--- src/rtl/seg14_pkg.sv ---
// Shared definitions for the 14-segment scroll controller: character codes,
// font patterns (bit13..0 = a,b,c,d,e,f,g1,g2,h,i,j,k,l,m) and scan state type.
package seg14_pkg;

    localparam int NUM_DIGITS_DEF = 12;

    typedef enum logic {ST_BLANK, ST_DRIVE} scan_state_t;

    localparam logic [5:0] CH_A = 6'd0,  CH_B = 6'd1,  CH_C = 6'd2,  CH_D = 6'd3;
    localparam logic [5:0] CH_E = 6'd4,  CH_F = 6'd5,  CH_G = 6'd6,  CH_H = 6'd7;
    localparam logic [5:0] CH_I = 6'd8,  CH_J = 6'd9,  CH_K = 6'd10, CH_L = 6'd11;
    localparam logic [5:0] CH_M = 6'd12, CH_N = 6'd13, CH_O = 6'd14, CH_P = 6'd15;
    localparam logic [5:0] CH_Q = 6'd16, CH_R = 6'd17, CH_S = 6'd18, CH_T = 6'd19;
    localparam logic [5:0] CH_U = 6'd20, CH_V = 6'd21, CH_W = 6'd22, CH_X = 6'd23;
    localparam logic [5:0] CH_Y = 6'd24, CH_Z = 6'd25;
    localparam logic [5:0] CH_0 = 6'd26, CH_1 = 6'd27, CH_2 = 6'd28, CH_3 = 6'd29;
    localparam logic [5:0] CH_4 = 6'd30, CH_5 = 6'd31, CH_6 = 6'd32, CH_7 = 6'd33;
    localparam logic [5:0] CH_8 = 6'd34, CH_9 = 6'd35;
    localparam logic [5:0] CH_NN = 6'd36, CH_SPACE = 6'd63;

    localparam logic [13:0] F_A = 14'b11101111000000, F_B = 14'b11110001010010;
    localparam logic [13:0] F_C = 14'b10011100000000, F_D = 14'b11110000010010;
    localparam logic [13:0] F_E = 14'b10011110000000, F_F = 14'b10001110000000;
    localparam logic [13:0] F_G = 14'b10111101000000, F_H = 14'b01101111000000;
    localparam logic [13:0] F_I = 14'b10010000010010, F_J = 14'b01111000000000;
    localparam logic [13:0] F_K = 14'b00001110001100, F_L = 14'b00011100000000;
    localparam logic [13:0] F_M = 14'b01101100101000, F_N = 14'b01101100100100;
    localparam logic [13:0] F_O = 14'b11111100000000, F_P = 14'b11001111000000;
    localparam logic [13:0] F_Q = 14'b11111100000100, F_R = 14'b11001111000100;
    localparam logic [13:0] F_S = 14'b10110111000000, F_T = 14'b10000000010010;
    localparam logic [13:0] F_U = 14'b01111100000000, F_V = 14'b00001100001001;
    localparam logic [13:0] F_W = 14'b01101100000101, F_X = 14'b00000000101101;
    localparam logic [13:0] F_Y = 14'b00000000101010, F_Z = 14'b10010000001001;
    localparam logic [13:0] F_0 = 14'b11111100001001, F_1 = 14'b01100000001000;
    localparam logic [13:0] F_2 = 14'b11011011000000, F_3 = 14'b11110011000000;
    localparam logic [13:0] F_4 = 14'b01100111000000, F_5 = 14'b10110111000000;
    localparam logic [13:0] F_6 = 14'b10111111000000, F_7 = 14'b11100000000000;
    localparam logic [13:0] F_8 = 14'b11111111000000, F_9 = 14'b11110111000000;
    localparam logic [13:0] F_NN = 14'b11101100100100;

endpackage

--- src/rtl/seg14_font.sv ---
// Combinational character-code to 14-segment pattern ROM.
// Space and all unassigned codes decode to a dark digit.
module seg14_font
    import seg14_pkg::*;
(
    input  logic [5:0]  code,
    output logic [13:0] pattern
);

    always_comb begin
        pattern = 14'b0;
        case (code)
            CH_A: pattern = F_A;   CH_B: pattern = F_B;   CH_C: pattern = F_C;
            CH_D: pattern = F_D;   CH_E: pattern = F_E;   CH_F: pattern = F_F;
            CH_G: pattern = F_G;   CH_H: pattern = F_H;   CH_I: pattern = F_I;
            CH_J: pattern = F_J;   CH_K: pattern = F_K;   CH_L: pattern = F_L;
            CH_M: pattern = F_M;   CH_N: pattern = F_N;   CH_O: pattern = F_O;
            CH_P: pattern = F_P;   CH_Q: pattern = F_Q;   CH_R: pattern = F_R;
            CH_S: pattern = F_S;   CH_T: pattern = F_T;   CH_U: pattern = F_U;
            CH_V: pattern = F_V;   CH_W: pattern = F_W;   CH_X: pattern = F_X;
            CH_Y: pattern = F_Y;   CH_Z: pattern = F_Z;
            CH_0: pattern = F_0;   CH_1: pattern = F_1;   CH_2: pattern = F_2;
            CH_3: pattern = F_3;   CH_4: pattern = F_4;   CH_5: pattern = F_5;
            CH_6: pattern = F_6;   CH_7: pattern = F_7;   CH_8: pattern = F_8;
            CH_9: pattern = F_9;   CH_NN: pattern = F_NN;
            default: pattern = 14'b0;
        endcase
    end

endmodule

--- src/rtl/seg14_scroll_ctrl.sv ---
// Scan/scroll controller: writable message buffer, font decode and blanked
// one-digit-at-a-time multiplexing with optional left scroll per N frames.
module seg14_scroll_ctrl
    import seg14_pkg::*;
#(
    parameter int NUM_DIGITS    = NUM_DIGITS_DEF,
    parameter int MSG_DEPTH     = 32,
    parameter int REFRESH_DIV   = 16,
    parameter int BLANK_CYC     = 2,
    parameter int SCROLL_FRAMES = 64
) (
    input  logic                  clk,
    input  logic                  rst_n,
    input  logic                  wr_en,
    input  logic [4:0]            wr_addr,
    input  logic [5:0]            wr_char,
    input  logic [5:0]            msg_len,
    input  logic                  scroll_en,
    output logic [NUM_DIGITS-1:0] sel,
    output logic [13:0]           segm,
    output logic                  frame_done
);

    localparam int DIG_W   = (NUM_DIGITS > 1) ? $clog2(NUM_DIGITS) : 1;
    localparam int CNT_MAX = (REFRESH_DIV > BLANK_CYC) ? REFRESH_DIV : BLANK_CYC;
    localparam int CNT_W   = $clog2(CNT_MAX + 1);
    localparam int FC_W    = $clog2(SCROLL_FRAMES + 1);

    localparam logic [CNT_W-1:0] BLANK_LAST = CNT_W'(BLANK_CYC - 1);
    localparam logic [CNT_W-1:0] DRIVE_LAST = CNT_W'(REFRESH_DIV - 1);
    localparam logic [CNT_W-1:0] DRIVE_PRE  = CNT_W'((REFRESH_DIV > 1) ? REFRESH_DIV - 2 : 0);
    localparam logic [DIG_W-1:0] LAST_DIGIT = DIG_W'(NUM_DIGITS - 1);
    localparam logic [FC_W-1:0]  FC_LAST    = FC_W'(SCROLL_FRAMES - 1);
    localparam logic [5:0]       DEPTH6     = 6'(MSG_DEPTH);

    scan_state_t      state_reg;
    logic [CNT_W-1:0] cnt_reg;
    logic [DIG_W-1:0] digit_reg;
    logic [4:0]       ptr_reg;
    logic [4:0]       offset_reg;
    logic [5:0]       len_reg;
    logic [FC_W-1:0]  fc_reg;
    logic [5:0]       msg_mem [MSG_DEPTH];

    genvar gi;
    generate
        for (gi = 0; gi < MSG_DEPTH; gi++) begin : g_buf
            logic [5:0] entry_reg;
            always_ff @(posedge clk or negedge rst_n) begin
                if (!rst_n)
                    entry_reg <= CH_SPACE;
                else if (wr_en && wr_addr == 5'(gi))
                    entry_reg <= wr_char;
            end
            assign msg_mem[gi] = entry_reg;
        end
    endgenerate

    // Digit 0 starts a frame: length and scroll offset are (re)sampled there.
    logic       first_digit;
    logic [5:0] len_sat;
    logic [4:0] offset_start;
    logic [4:0] ptr_inc;
    logic [4:0] rd_idx;
    logic [5:0] rd_len;
    logic [13:0] font_pat;
    logic       frame_pre;

    assign first_digit  = (digit_reg == '0);
    assign len_sat      = (msg_len > DEPTH6) ? DEPTH6 : msg_len;
    assign offset_start = ({1'b0, offset_reg} >= len_sat) ? 5'd0 : offset_reg;
    assign ptr_inc      = ({1'b0, ptr_reg} + 6'd1 == len_reg) ? 5'd0 : ptr_reg + 5'd1;
    assign rd_idx       = first_digit ? offset_start : ptr_inc;
    assign rd_len       = first_digit ? len_sat : len_reg;

    // frame_done is registered, so it is raised one cycle ahead of the last DRIVE cycle.
    assign frame_pre = (digit_reg == LAST_DIGIT) &&
                       (((state_reg == ST_BLANK) && (cnt_reg == BLANK_LAST) && (REFRESH_DIV == 1)) ||
                        ((state_reg == ST_DRIVE) && (REFRESH_DIV > 1) && (cnt_reg == DRIVE_PRE)));

    seg14_font u_font (
        .code    (msg_mem[rd_idx]),
        .pattern (font_pat)
    );

    always_ff @(posedge clk or negedge rst_n) begin
        if (!rst_n) begin
            state_reg  <= ST_BLANK;
            cnt_reg    <= '0;
            digit_reg  <= '0;
            ptr_reg    <= '0;
            offset_reg <= '0;
            len_reg    <= '0;
            fc_reg     <= '0;
            sel        <= '0;
            segm       <= '0;
            frame_done <= 1'b0;
        end else begin
            frame_done <= frame_pre;
            case (state_reg)
                ST_BLANK: begin
                    if (cnt_reg == BLANK_LAST) begin
                        state_reg <= ST_DRIVE;
                        cnt_reg   <= '0;
                        sel       <= {{(NUM_DIGITS-1){1'b0}}, 1'b1} << digit_reg;
                        segm      <= (rd_len == 6'd0) ? 14'b0 : font_pat;
                        ptr_reg   <= rd_idx;
                        if (first_digit) begin
                            len_reg    <= len_sat;
                            offset_reg <= offset_start;
                        end
                    end else begin
                        cnt_reg <= cnt_reg + CNT_W'(1);
                    end
                end
                ST_DRIVE: begin
                    if (cnt_reg == DRIVE_LAST) begin
                        state_reg <= ST_BLANK;
                        cnt_reg   <= '0;
                        sel       <= '0;
                        segm      <= '0;
                        if (digit_reg == LAST_DIGIT) begin
                            digit_reg <= '0;
                            if (scroll_en) begin
                                if (fc_reg == FC_LAST) begin
                                    fc_reg     <= '0;
                                    offset_reg <= ({1'b0, offset_reg} + 6'd1 == len_reg) ?
                                                  5'd0 : offset_reg + 5'd1;
                                end else begin
                                    fc_reg <= fc_reg + FC_W'(1);
                                end
                            end
                        end else begin
                            digit_reg <= digit_reg + DIG_W'(1);
                        end
                    end else begin
                        cnt_reg <= cnt_reg + CNT_W'(1);
                    end
                end
                default: state_reg <= ST_BLANK;
            endcase
        end
    end

endmodule
--- config.mk ---
export PLATFORM = sky130hd
export DESIGN_NAME = seg14_scroll_ctrl
export DESIGN_NICKNAME = d
export VERILOG_FILES = /design/src/rtl/seg14_pkg.sv /design/src/rtl/seg14_font.sv /design/src/rtl/seg14_scroll_ctrl.sv
export SDC_FILE = /design/constraint.sdc
export NUM_CORES = 1
export LEC_CHECK = 0
export ABC_AREA = 0
export BUFFER_PORTS_ARGS = -buffer_cell sky130_fd_sc_hd__buf_2
export CAP_MARGIN = 20
export CORE_UTILIZATION = 63
export DETAILED_ROUTE_END_ITERATION = 6
export PLACE_DENSITY = 0.81
export SETUP_SLACK_MARGIN = 0.4
export SYNTH_ARGS = -nofsm -noshare
export SYNTH_HDL_FRONTEND = slang
export SYNTH_SLANG_ARGS = --single-unit
--- constraint.sdc ---
create_clock -name clk -period 4.6 [get_ports clk]
set_clock_uncertainty 0.05 [all_clocks]
set_input_delay 0.23 -clock clk [delete_from_list [all_inputs] [get_ports clk]]
set_output_delay 0.23 -clock clk [all_outputs]
set_load 0.005 [all_outputs]
==> reports/results.tsv, run 1 <==
stage	metric	value	unit
cts	Worst-path clk slew	0.07	ns
cts	CTS HTree Levels	1	
worst_setup_path	Crit-path slowest cell	a2111oi_0	
timing	Worst slew margin	24.8	%
floorplanning	Ports	48	
worst_setup_path	CP max stage delay	0.79	ns
synth	Gate Count Post-Synth	1285	
worst_setup_path	CP max FO	8	
routing	met1 wire length	15.6	mm
routing	# DRC	0	
finish	leading cell types in the layout, fill and taps excluded	mux2_2, dfstp_2, nand2_1	
worst_setup_path	reg2reg start	ptr_reg[0]	
power	Logic pwr share	35.8	%
synth	Synth Area per Inst	10.7	um2
cts	clk sinks	252	
worst_setup_path	Most common cell on crit path	o21ai_1	
placed_design	GP Congestion	0.940	
finish	share of layout cells above drive strength 1	46.8	%
finish	max reg flops	192	
grt	gr usage total	35.1	%
finish	nets	1424	
worst_setup_path	CP Depth	16	
synth	#FFs+latches synth	252	
synth	syn_nets	1327	
grt	initial antenna violation count	0	
cts	CTS Buf Count	27	
floorplanning	die span in x	150	um
synth	synthesized area	13800	um2
routing	drt first pass iters	6	
worst_setup_path	crit end category	flop	
floorplanning	Initial Util	65.0	%
finish	non-filler cells, final	1678	
cts	clk buf depth	3	
worst_setup_path	crit path to	segm[10]	
floorplanning	area of the core	21200	um2
timing	Slew @ Worst Pin	1.12	ns
power	Flop pwr share	36.6	%
routing	Iteration-0 DRC Markers	1258	
floorplanning	row count	53	
worst_setup_path	critical path launch point type	flop	
cts	CTS root buf	clkbuf_16	
placed_design	Cells after DPL	1568	
status	status	finished, final reports clean	
grt	first-pass GRT wire length	60.8	mm
placed_design	hpwl dp	24.2	mm
grt	largest net degree at the start of global routing	129	
synth	Post-synth EDFFs	0	
synth	Unique masters post-synth	82	
routing	total routed wirelength	41.0	mm
worst_setup_path	Setup CP Type	flop to flop	
floorplanning	Die Area	22500	um2
routing	WL met2	19.1	mm
timing	# setup viols final	0	
routing	via count	11300	
routing	Max Used Layer	met4	
worst_setup_path	crit-path leading delay family	compound AO/OA/AOI/OAI gates	
worst_setup_path	setup slack, reg-to-reg	0.08	ns
synth	synth warn	0	
floorplanning	Chip Height	150	um
cts	Clock Latency Late Sink	0.56	ns
timing	Post-Route Setup TNS	0	ns
cts	CTS tree	built	
grt	via count of the first global-routing pass	11000	
worst_setup_path	Reg-to-Reg End	segm[10]	
power	switching pwr	2.85	mW
timing	final worst-path cycle share	98.3	%
finish	diode count	0	
worst_setup_path	crit path launch	ptr_reg[0]	
grt	total global routing overflow	0	
power	Int Pwr	5.58	mW
power	Clk pwr share	27.6	%
timing	fmax	221	MHz
power	Leak	6.95	nW
power	PwrDens	517	nW/um2
worst_setup_path	r2r worst-path depth	16	
timing	Final Critical Period	4.52	ns
worst_setup_path	WP buf/inv	4	
timing	RSZ-0062 raised after global routing	yes	
routing	WL per Instance	24.4	um
finish	P&R area growth vs syn	18.1	%
power	VDD IR-drop max	0.000411	V
timing	Final Max Tran Viols	0	
worst_setup_path	CP required	4.99	ns
routing	antenna-violating nets left	0	
synth	asr flop ratio synth	100	%
synth	sequential element share of the synthesized area	47.4	%
power	switching share of power	33.8	%
synth	Top FF cell, synth	dfstp_2	
placed_design	PortBufs	47	
timing	Fin. Hold Viols	0	
worst_setup_path	CP cell instances	buf_4, and3_4, or3_4, a211oi_4, buf_6, o21ai_4, buf_12, a2111oi_0, o21ai_1, a22oi_1, or4_4, and2_2, inv_1, o311a_1, a31oi_1, o21ai_1	
run	number of max-cap violations	0	
worst_setup_path	arrival time worst endpoint	4.91	ns
worst_hold_path	Hold Path Class	input pin to flop	
routing	Via density	6.75	
routing	met3 wire length	3.81	mm
## worst min-delay path, stage by stage
cell and delay, ns:
buf_2 0.11, nand2b_1 0.10, o21ai_0 0.11
## stage by stage
stage               hold slack, ns  cell area [um2]  setup slack (ns)  utilization [%]  power (mW)
floorplan                   -0.116            13800             0.613                -        4.79
global placement             0.344            14400             0.202             67.8        5.52
detailed placement           0.339            14400             0.129             67.9        5.58
CTS                        0.00151            15600             0.404             73.5        8.00
global route                0.0505            16300            0.0522             76.8        8.76
finish                      0.0140            16300            0.0774             76.8        8.43
## final cells by class
| type | count | area (um2) |
|---|---|---|
| inverter | 22 | 82.6 |
| sequential | 252 | 6550 |
| fill | 1302 | 4920 |
| timing repair buffer | 158 | 1350 |
| clock inverter | 10 | 168 |
| tap | 275 | 344 |
| multi-input combinational | 921 | 7020 |
| clock buffer | 40 | 785 |
## cell usage after synthesis (all sizes together), types with 10 or more instances
master / instances / area [um2]
nor2: 59 / 221
xnor2: 11 / 96.3
a211oi: 17 / 140
nor3: 18 / 90.1
dfrtp: 60 / 1500
a22oi: 14 / 105
xor2: 12 / 105
o211a: 18 / 180
nand3: 59 / 300
a221oi: 10 / 93.8
and3: 14 / 87.6
a21oi: 29 / 160
inv: 22 / 82.6
mux2i: 20 / 200
o211ai: 16 / 130
a211o: 10 / 96.4
ha: 21 / 263
nand2b: 15 / 93.8
nand2: 187 / 707
o21ai: 49 / 249
o22ai: 11 / 68.8
buf: 43 / 305
mux2: 192 / 2160
dfstp: 192 / 5040
clkbuf: 47 / 176
a22o: 11 / 96.3
## logic make-up after synthesis
group,share of synthesized area (%)
compound gates,14.2
xor+xnor,1.62
fa+ha+maj,1.90
buf+inv,4.09
flops,47.4
mux,17.1
simple gates,13.6
## worst min-delay path by stage
stage	cells after the start	end	from
after CTS	3	len_reg[1]	msg_len[1]
after global routing	3	len_reg[1]	msg_len[1]
after global placement	1	fc_reg[6]	rst_n
after floorplan	0	cnt_reg[0]	rst_n
after detailed placement	1	offset_reg[2]	rst_n
final	3	len_reg[1]	msg_len[1]
## power by group through the flow
| stage | Sequential, mW | Combinational, mW | Clock (mW) |
|---|---|---|---|
| after global routing | 3.13 | 3.19 | 2.44 |
| after CTS | 3.07 | 2.59 | 2.34 |
| after detailed placement | 3.09 | 2.48 | 0 |
| final | 3.09 | 3.02 | 2.33 |
| after floorplan | 3.02 | 1.76 | 0 |
| after global placement | 3.07 | 2.45 | 0 |
## per-layer routing
metal / vias to the layer above / global-route usage, %
met5: - / 0
met4: 0 / 19.9
met3: 169 / 5.55
met2: 653 / 56.6
met1: 5619 / 45.2
li1: 4885 / -
## what timing repair did
item / in CTS / in global routing
hold endpoints to repair: 38 / 0
hold buffers: 5 / 0
gates cloned: 2 / 6
pin swaps: 8 / 28
buffers inserted: 4 / 43
setup endpoints to repair: 14 / 14
gates resized for setup: 21 / 64
(Power assumes the default switching activity.)
==> run 2: changes to the inputs <==
Settings changed: CELL_PAD_IN_SITES_DETAIL_PLACEMENT from default to 0, CELL_PAD_IN_SITES_GLOBAL_PLACEMENT from default to 1, CORE_UTILIZATION 63 to 50, PLACE_DENSITY 0.81 to default, PLACE_DENSITY_LB_ADDON from default to 0.1.
==> run 2 against run 1 <==
- wire length is 2.7% lower
- cell count increased by 5.9%
- critical path depth increased by 1
- via count decreased by 4.8%
- fmax increased by 9.7%
- combinational power up 6%
- total power decreased by 0.41%
- register-to-register slack better by 0.40 ns
- count of clock-buffer cells in the layout is 4 higher
- global-route usage is 6.7 points lower
- clock power down 8.6%
- sequential share of layout area decreased by 0.74 points
==> reports/results.tsv, run 2 (synthesized netlist as in run 1, its figures left out) <==
stage	metric	value	unit	change
status	status	finished, final reports clean		
routing	# DRC	0		unchanged
finish	leading cell types in the layout, fill and taps excluded	mux2_2, dfstp_2, nand2_1		
cts	Clock Latency Late Sink	0.55	ns	about the same
floorplanning	Chip Height	168	um	+12%
floorplanning	Ports	48		unchanged
grt	gr usage total	28.4	%	-6.7 points
worst_hold_path	Worst Hold Endpoint	fc_reg[2]		
cts	Worst-path clk slew	0.06	ns	about the same
routing	Max Used Layer	met4		
placed_design	Cells after DPL	1671		+6.6%
floorplanning	Die Area	28300	um2	+26%
finish	share of layout cells above drive strength 1	48.7	%	+1.9 points
timing	Post-Route Setup TNS	0	ns	unchanged
finish	non-filler cells, final	1777		+5.9%
timing	hold_ws	0.0547	ns	+0.0407 ns
cts	CTS Buf Count	28		+3.7%
placed_design	hpwl dp	26.2	mm	+8.6%
worst_setup_path	WP buf/inv	5		+1
worst_setup_path	Setup CP Type	flop to flop		
worst_setup_path	arrival time worst endpoint	4.50	ns	-0.41 ns
routing	drt first pass iters	5		-1
run	number of max-cap violations	0		unchanged
timing	final worst-path cycle share	89.6	%	-8.7 points
routing	Iteration-0 DRC Markers	751		-40%
worst_setup_path	Reg-to-Reg End	segm[1]		
placed_design	PortBufs	47		unchanged
placed_design	DP Area	14800	um2	+2.6%
worst_setup_path	crit end category	flop		
grt	largest net degree at the start of global routing	119		-7.8%
power	PwrDens	506	nW/um2	-2.3%
worst_setup_path	setup slack, reg-to-reg	0.48	ns	+0.40 ns
worst_setup_path	critical path launch point type	flop		
routing	met3 wire length	2.10	mm	-45%
timing	Final Critical Period	4.12	ns	-0.400 ns
cts	CTS root buf	clkbuf_16		
timing	fmax	243	MHz	+9.7%
finish	max reg flops	192		unchanged
grt	first-pass GRT wire length	62.7	mm	+3.1%
finish	nets	1459		+2.5%
finish	Final Instance Area	16600	um2	+1.9%
grt	via count of the first global-routing pass	10700		-2.7%
cts	clk buf depth	3		unchanged
worst_setup_path	reg2reg start	ptr_reg[0]		
finish	diode count	0		unchanged
worst_hold_path	Hold Path Cell Cnt	5		+2
cts	CTS tree	built		
worst_setup_path	crit-path leading delay family	simple AND/OR/NAND/NOR gates		
finish	P&R area growth vs syn	20.3	%	
worst_setup_path	CP cell instances	buf_4, and3_4, or3_4, a211o_4, nor2_4, buf_4, buf_4, nor3_1, a32oi_2, a31oi_1, or4_4, buf_12, or2_4, nand2_2, a2111oi_4, buf_4, a221o_1		
timing	Fin. Hold Viols	0		unchanged
cts	CTS HTree Levels	1		unchanged
grt	total global routing overflow	0		unchanged
timing	Slew @ Worst Pin	1.06	ns	-0.0584 ns
power	VDD IR-drop max	0.000321	V	-22%
timing	RSZ-0062 raised after global routing	yes		
grt	initial antenna violation count	0		unchanged
worst_setup_path	Most common cell on crit path	buf_4		
floorplanning	area of the core	27000	um2	+27%
worst_setup_path	crit path launch	ptr_reg[0]		
worst_setup_path	CP max FO	10		+2
routing	WL per Instance	22.4	um	-8.1%
floorplanning	Initial Util	51.1	%	-14 points
routing	total routed wirelength	39.8	mm	-2.7%
floorplanning	row count	60		+13%
worst_setup_path	r2r worst-path depth	17		+1
routing	Via density	6.07		-10%
routing	via count	10800		-4.8%
timing	# setup viols final	0		unchanged
worst_setup_path	CP max stage delay	0.54	ns	-0.25 ns
routing	antenna-violating nets left	0		unchanged
floorplanning	die span in x	168	um	+12%
worst_hold_path	Hold Path Class	input pin to flop		
worst_setup_path	Crit-path slowest cell	or4_4		
routing	met1 wire length	17.7	mm	+14%
timing	Worst slew margin	29.1	%	+4.3 points
cts	clk sinks	252		unchanged
placed_design	GP Congestion	0.880		-6.4%
worst_hold_path	hold path startpoint	scroll_en		
routing	WL met2	18.7	mm	-2.2%
timing	Final Max Tran Viols	0		unchanged
power	Leak	7.09	nW	+2.0%
worst_setup_path	CP required	4.97	ns	-0.02 ns
-- run 2: layout make-up --
cell class,instances,area (um2)
tap,341,427
clock inverter,5,25.0
fill,2254,10400
inverter,22,87.6
timing repair buffer,191,1600
clock buffer,44,852
sequential,252,6550
multi-input combinational,922,7070
-- run 2: metrics by stage --
| stage | setup slack, ns | utilization, % | power, mW |
|---|---|---|---|
| floorplan | 0.613 | - | 4.79 |
| global placement | -0.101 | 54.6 | 5.75 |
| detailed placement | -0.153 | 54.7 | 5.76 |
| CTS | 0.400 | 59.2 | 8.06 |
| global route | 0.357 | 61.4 | 8.83 |
| finish | 0.478 | 61.4 | 8.40 |
-- run 2: how the worst max path moves through the flow --
| stage | slack [ns] | to | cells after the start |
|---|---|---|---|
| 2_1_floorplan | 0.61 | segm[6] | 18 |
| 3_3_place_gp | -0.10 | segm[6] | 18 |
| 3_5_place_dp | -0.15 | segm[11] | 17 |
| 4_1_cts | 0.40 | segm[10] | 18 |
| 5_1_grt | 0.36 | segm[1] | 17 |
| 6_report | 0.48 | segm[1] | 17 |
-- run 2: routing by layer --
layer | vias up | GRT usage (%)
li1 | 4940 | -
met1 | 5445 | 39.3
met2 | 326 | 47.1
met3 | 74 | 2.75
met4 | 0 | 9.41
met5 | - | 0
-- run 2: worst min-delay path, stage by stage --
cell and delay (ns):
buf_2 0.10, nand2_1 0.05, nor2_1 0.08, nand2_1 0.09
xnor2_1 0.06
-- run 2: repair_timing --
item	4_1_cts	5_1_grt
hold buffers	6	0
gates cloned	3	3
pin swaps	10	32
hold endpoints to repair	17	0
gates resized for setup	25	72
setup buffers	14	31
endpoints found under the setup margin	14	14
-- run 2: where the power goes --
part / total [mW] / internal (mW) / switching (mW) / leakage (nW)
clock: 2.13 / 1.26 / 0.877 / 0.437
sequential: 3.05 / 2.85 / 0.207 / 2.77
combinational: 3.21 / 1.49 / 1.72 / 3.88
total: 8.40 / 5.60 / 2.80 / 7.09
==> run 3: changes to the inputs <==
Settings changed: GPL_TIMING_DRIVEN from default to 0.
==> run 3 against run 2 <==
- largest power group unchanged
- critical path type unchanged
- worst hold slack got worse by 0.036 ns
- sequential power about the same
- fmax decreased by 1.4%
- core utilization increased by 2.1 points
==> reports/results.tsv, run 3 (synthesized netlist as in run 1, its figures left out) <==
stage	metric	value	unit	change
timing	Final Max Tran Viols	0		unchanged
routing	Iteration-0 DRC Markers	766		+2.0%
floorplanning	row count	60		unchanged
worst_setup_path	setup slack, reg-to-reg	0.42	ns	-0.06 ns
timing	Slew @ Worst Pin	0.918	ns	-0.144 ns
routing	WL per Instance	23.7	um	+5.9%
cts	CTS root buf	clkbuf_16		
floorplanning	Initial Util	51.1	%	unchanged
grt	via count of the first global-routing pass	11200		+4.5%
power	Leak	7.18	nW	+1.3%
placed_design	GP Congestion	0.918		+4.4%
grt	largest net degree at the start of global routing	108		-9.2%
cts	clk buf depth	3		unchanged
worst_hold_path	Worst Hold Endpoint	fc_reg[2]		
timing	Post-Route Setup TNS	0	ns	unchanged
finish	max reg flops	192		unchanged
grt	total global routing overflow	0		unchanged
routing	antenna-violating nets left	0		unchanged
worst_hold_path	Hold Path Class	input pin to flop		
worst_setup_path	reg2reg start	ptr_reg[0]		
finish	leading cell types in the layout, fill and taps excluded	mux2_2, dfstp_2, nand2_1		
placed_design	hpwl dp	29.2	mm	+11%
finish	diode count	0		unchanged
grt	initial antenna violation count	0		unchanged
grt	gr usage total	30.6	%	+2.2 points
grt	first-pass GRT wire length	66.5	mm	+6.1%
worst_setup_path	Crit-path slowest cell	dfrtp_2		
worst_setup_path	crit end category	flop		
worst_setup_path	Reg-to-Reg End	segm[6]		
timing	Worst slew margin	37.9	%	+8.9 points
cts	CTS Buf Count	29		+3.6%
floorplanning	Ports	48		unchanged
power	Tot Pwr	8.59	mW	+2.2%
worst_setup_path	CP required	4.99	ns	+0.02 ns
timing	# setup viols final	0		unchanged
worst_setup_path	crit-path leading delay family	compound AO/OA/AOI/OAI gates		
finish	final cell utilization of the core	63.5	%	+2.1 points
worst_hold_path	Hold Path Cell Cnt	5		unchanged
power	VDD IR-drop max	0.000351	V	+9.4%
floorplanning	Chip Height	168	um	unchanged
floorplanning	Die Area	28300	um2	unchanged
timing	Final Critical Period	4.18	ns	+0.0564 ns
cts	Worst-path clk slew	0.05	ns	about the same
worst_setup_path	WP buf/inv	5		unchanged
worst_setup_path	r2r worst-path depth	18		+1
cts	CTS tree	built		
routing	# DRC	0		unchanged
timing	final worst-path cycle share	90.8	%	+1.2 points
placed_design	worst slack, placed	-0.950	ns	-0.797 ns
worst_hold_path	hold path startpoint	scroll_en		
worst_setup_path	Most common cell on crit path	buf_6		
routing	total routed wirelength	43.0	mm	+8.0%
timing	RSZ-0062 raised after global routing	yes		
cts	clk sinks	252		unchanged
placed_design	PortBufs	46		-2.1%
floorplanning	area of the core	27000	um2	unchanged
worst_setup_path	CP max stage delay	0.43	ns	-0.11 ns
worst_setup_path	Setup CP Type	flop to flop		
finish	P&R area growth vs syn	24.4	%	
timing	setup ws final	0.421	ns	-0.0564 ns
finish	nets	1496		+2.5%
routing	drt first pass iters	5		unchanged
cts	Clock Latency Late Sink	0.57	ns	+0.02 ns
worst_setup_path	CP cell instances	buf_6, and3_4, or3_4, a211o_4, a22oi_2, buf_6, buf_6, a21oi_1, a211oi_4, nor4_4, o211ai_4, inv_2, buf_6, ha_1, nand2b_1, a21oi_2, a211oi_2, o21ai_1		
routing	via count	11100		+3.4%
cts	CTS HTree Levels	1		unchanged
finish	Final Instance Area	17200	um2	+3.4%
timing	fmax	239	MHz	-1.4%
timing	Fin. Hold Viols	0		unchanged
routing	Via density	6.15		+1.3%
placed_design	DP Area	14600	um2	-1.4%
status	status	finished, final reports clean		
finish	share of layout cells above drive strength 1	49.3	%	+0.58 points
floorplanning	die span in x	168	um	unchanged
finish	FILL cells	2208		-2.0%
worst_setup_path	CP max FO	10		unchanged
worst_setup_path	critical path launch point type	flop		
power	PwrDens	500	nW/um2	-1.1%
worst_setup_path	arrival time worst endpoint	4.57	ns	+0.07 ns
run	number of max-cap violations	0		unchanged
## run 3: worst max path at each step
stage	start	endpoint	slack [ns]	cells past startpoint
after floorplan	offset_reg[3]	segm[6]	0.61	18
after global placement	rst_n	segm[11]	-1.21	1
after CTS	ptr_reg[0]	segm[11]	0.37	17
after global routing	ptr_reg[0]	segm[12]	0.29	18
after detailed placement	msg_len[5]	segm[11]	-0.95	18
final	ptr_reg[0]	segm[6]	0.42	18
## run 3: layout make-up
| cell class | instances | area (um2) | area share (%) |
|---|---|---|---|
| plain buffers | 90 | 763 | 4.45 |
| clock buffers | 46 | 820 | 4.77 |
| clock inverters | 3 | 30.0 | 0.175 |
| inverters | 22 | 90.1 | 0.525 |
| multi-input cells | 921 | 7380 | 43.0 |
| flip-flops and latches | 252 | 6550 | 38.2 |
| well taps | 341 | 427 | 2.49 |
| repair buffers | 138 | 1100 | 6.43 |
## run 3: what timing repair did
action,4_1_cts,5_1_grt
hold buffers,12,0
setup buffers,30,41
endpoints found under the hold margin,72,0
pin swaps,23,53
gates resized for setup,155,97
cloned,0,2
endpoints found under the setup margin,14,14
## run 3: through the flow
| step | std cells | hold slack, ns |
|---|---|---|
| 2_1_floorplan | 1285 | -0.116 |
| 3_3_place_gp | 1672 | 0.395 |
| 3_5_place_dp | 1679 | 0.133 |
| 4_1_cts | 1770 | 0.0103 |
| 5_1_grt | 1813 | 0.0660 |
| 6_report | 1813 | 0.0185 |
## run 3: power by group
group	internal, mW	switching (mW)	leakage (nW)
Sequential	2.85	0.217	2.77
Combinational	1.55	1.83	4.00
Clock	1.21	0.926	0.413
Total	5.61	2.97	7.18
## run 3: layer usage
metal	track usage (%)	vias up	share of wire, %
met5	0	-	0
met4	13.4	0	5.0
met3	3.62	129	4.7
met2	51.7	337	48
met1	39.8	5642	42
li1	-	5039	-
## run 3: worst register-to-register path: stages (launching register included)
cell	delay, ns
dfrtp_2	0.43
buf_6	0.13
and3_4	0.15
or3_4	0.39
a211o_4	0.39
a22oi_2	0.30
buf_6	0.24
buf_6	0.23
a21oi_1	0.10
a211oi_4	0.41
nor4_4	0.11
o211ai_4	0.12
inv_2	0.11
buf_6	0.16
ha_1	0.29
nand2b_1	0.12
a21oi_2	0.06
a211oi_2	0.21
o21ai_1	0.08
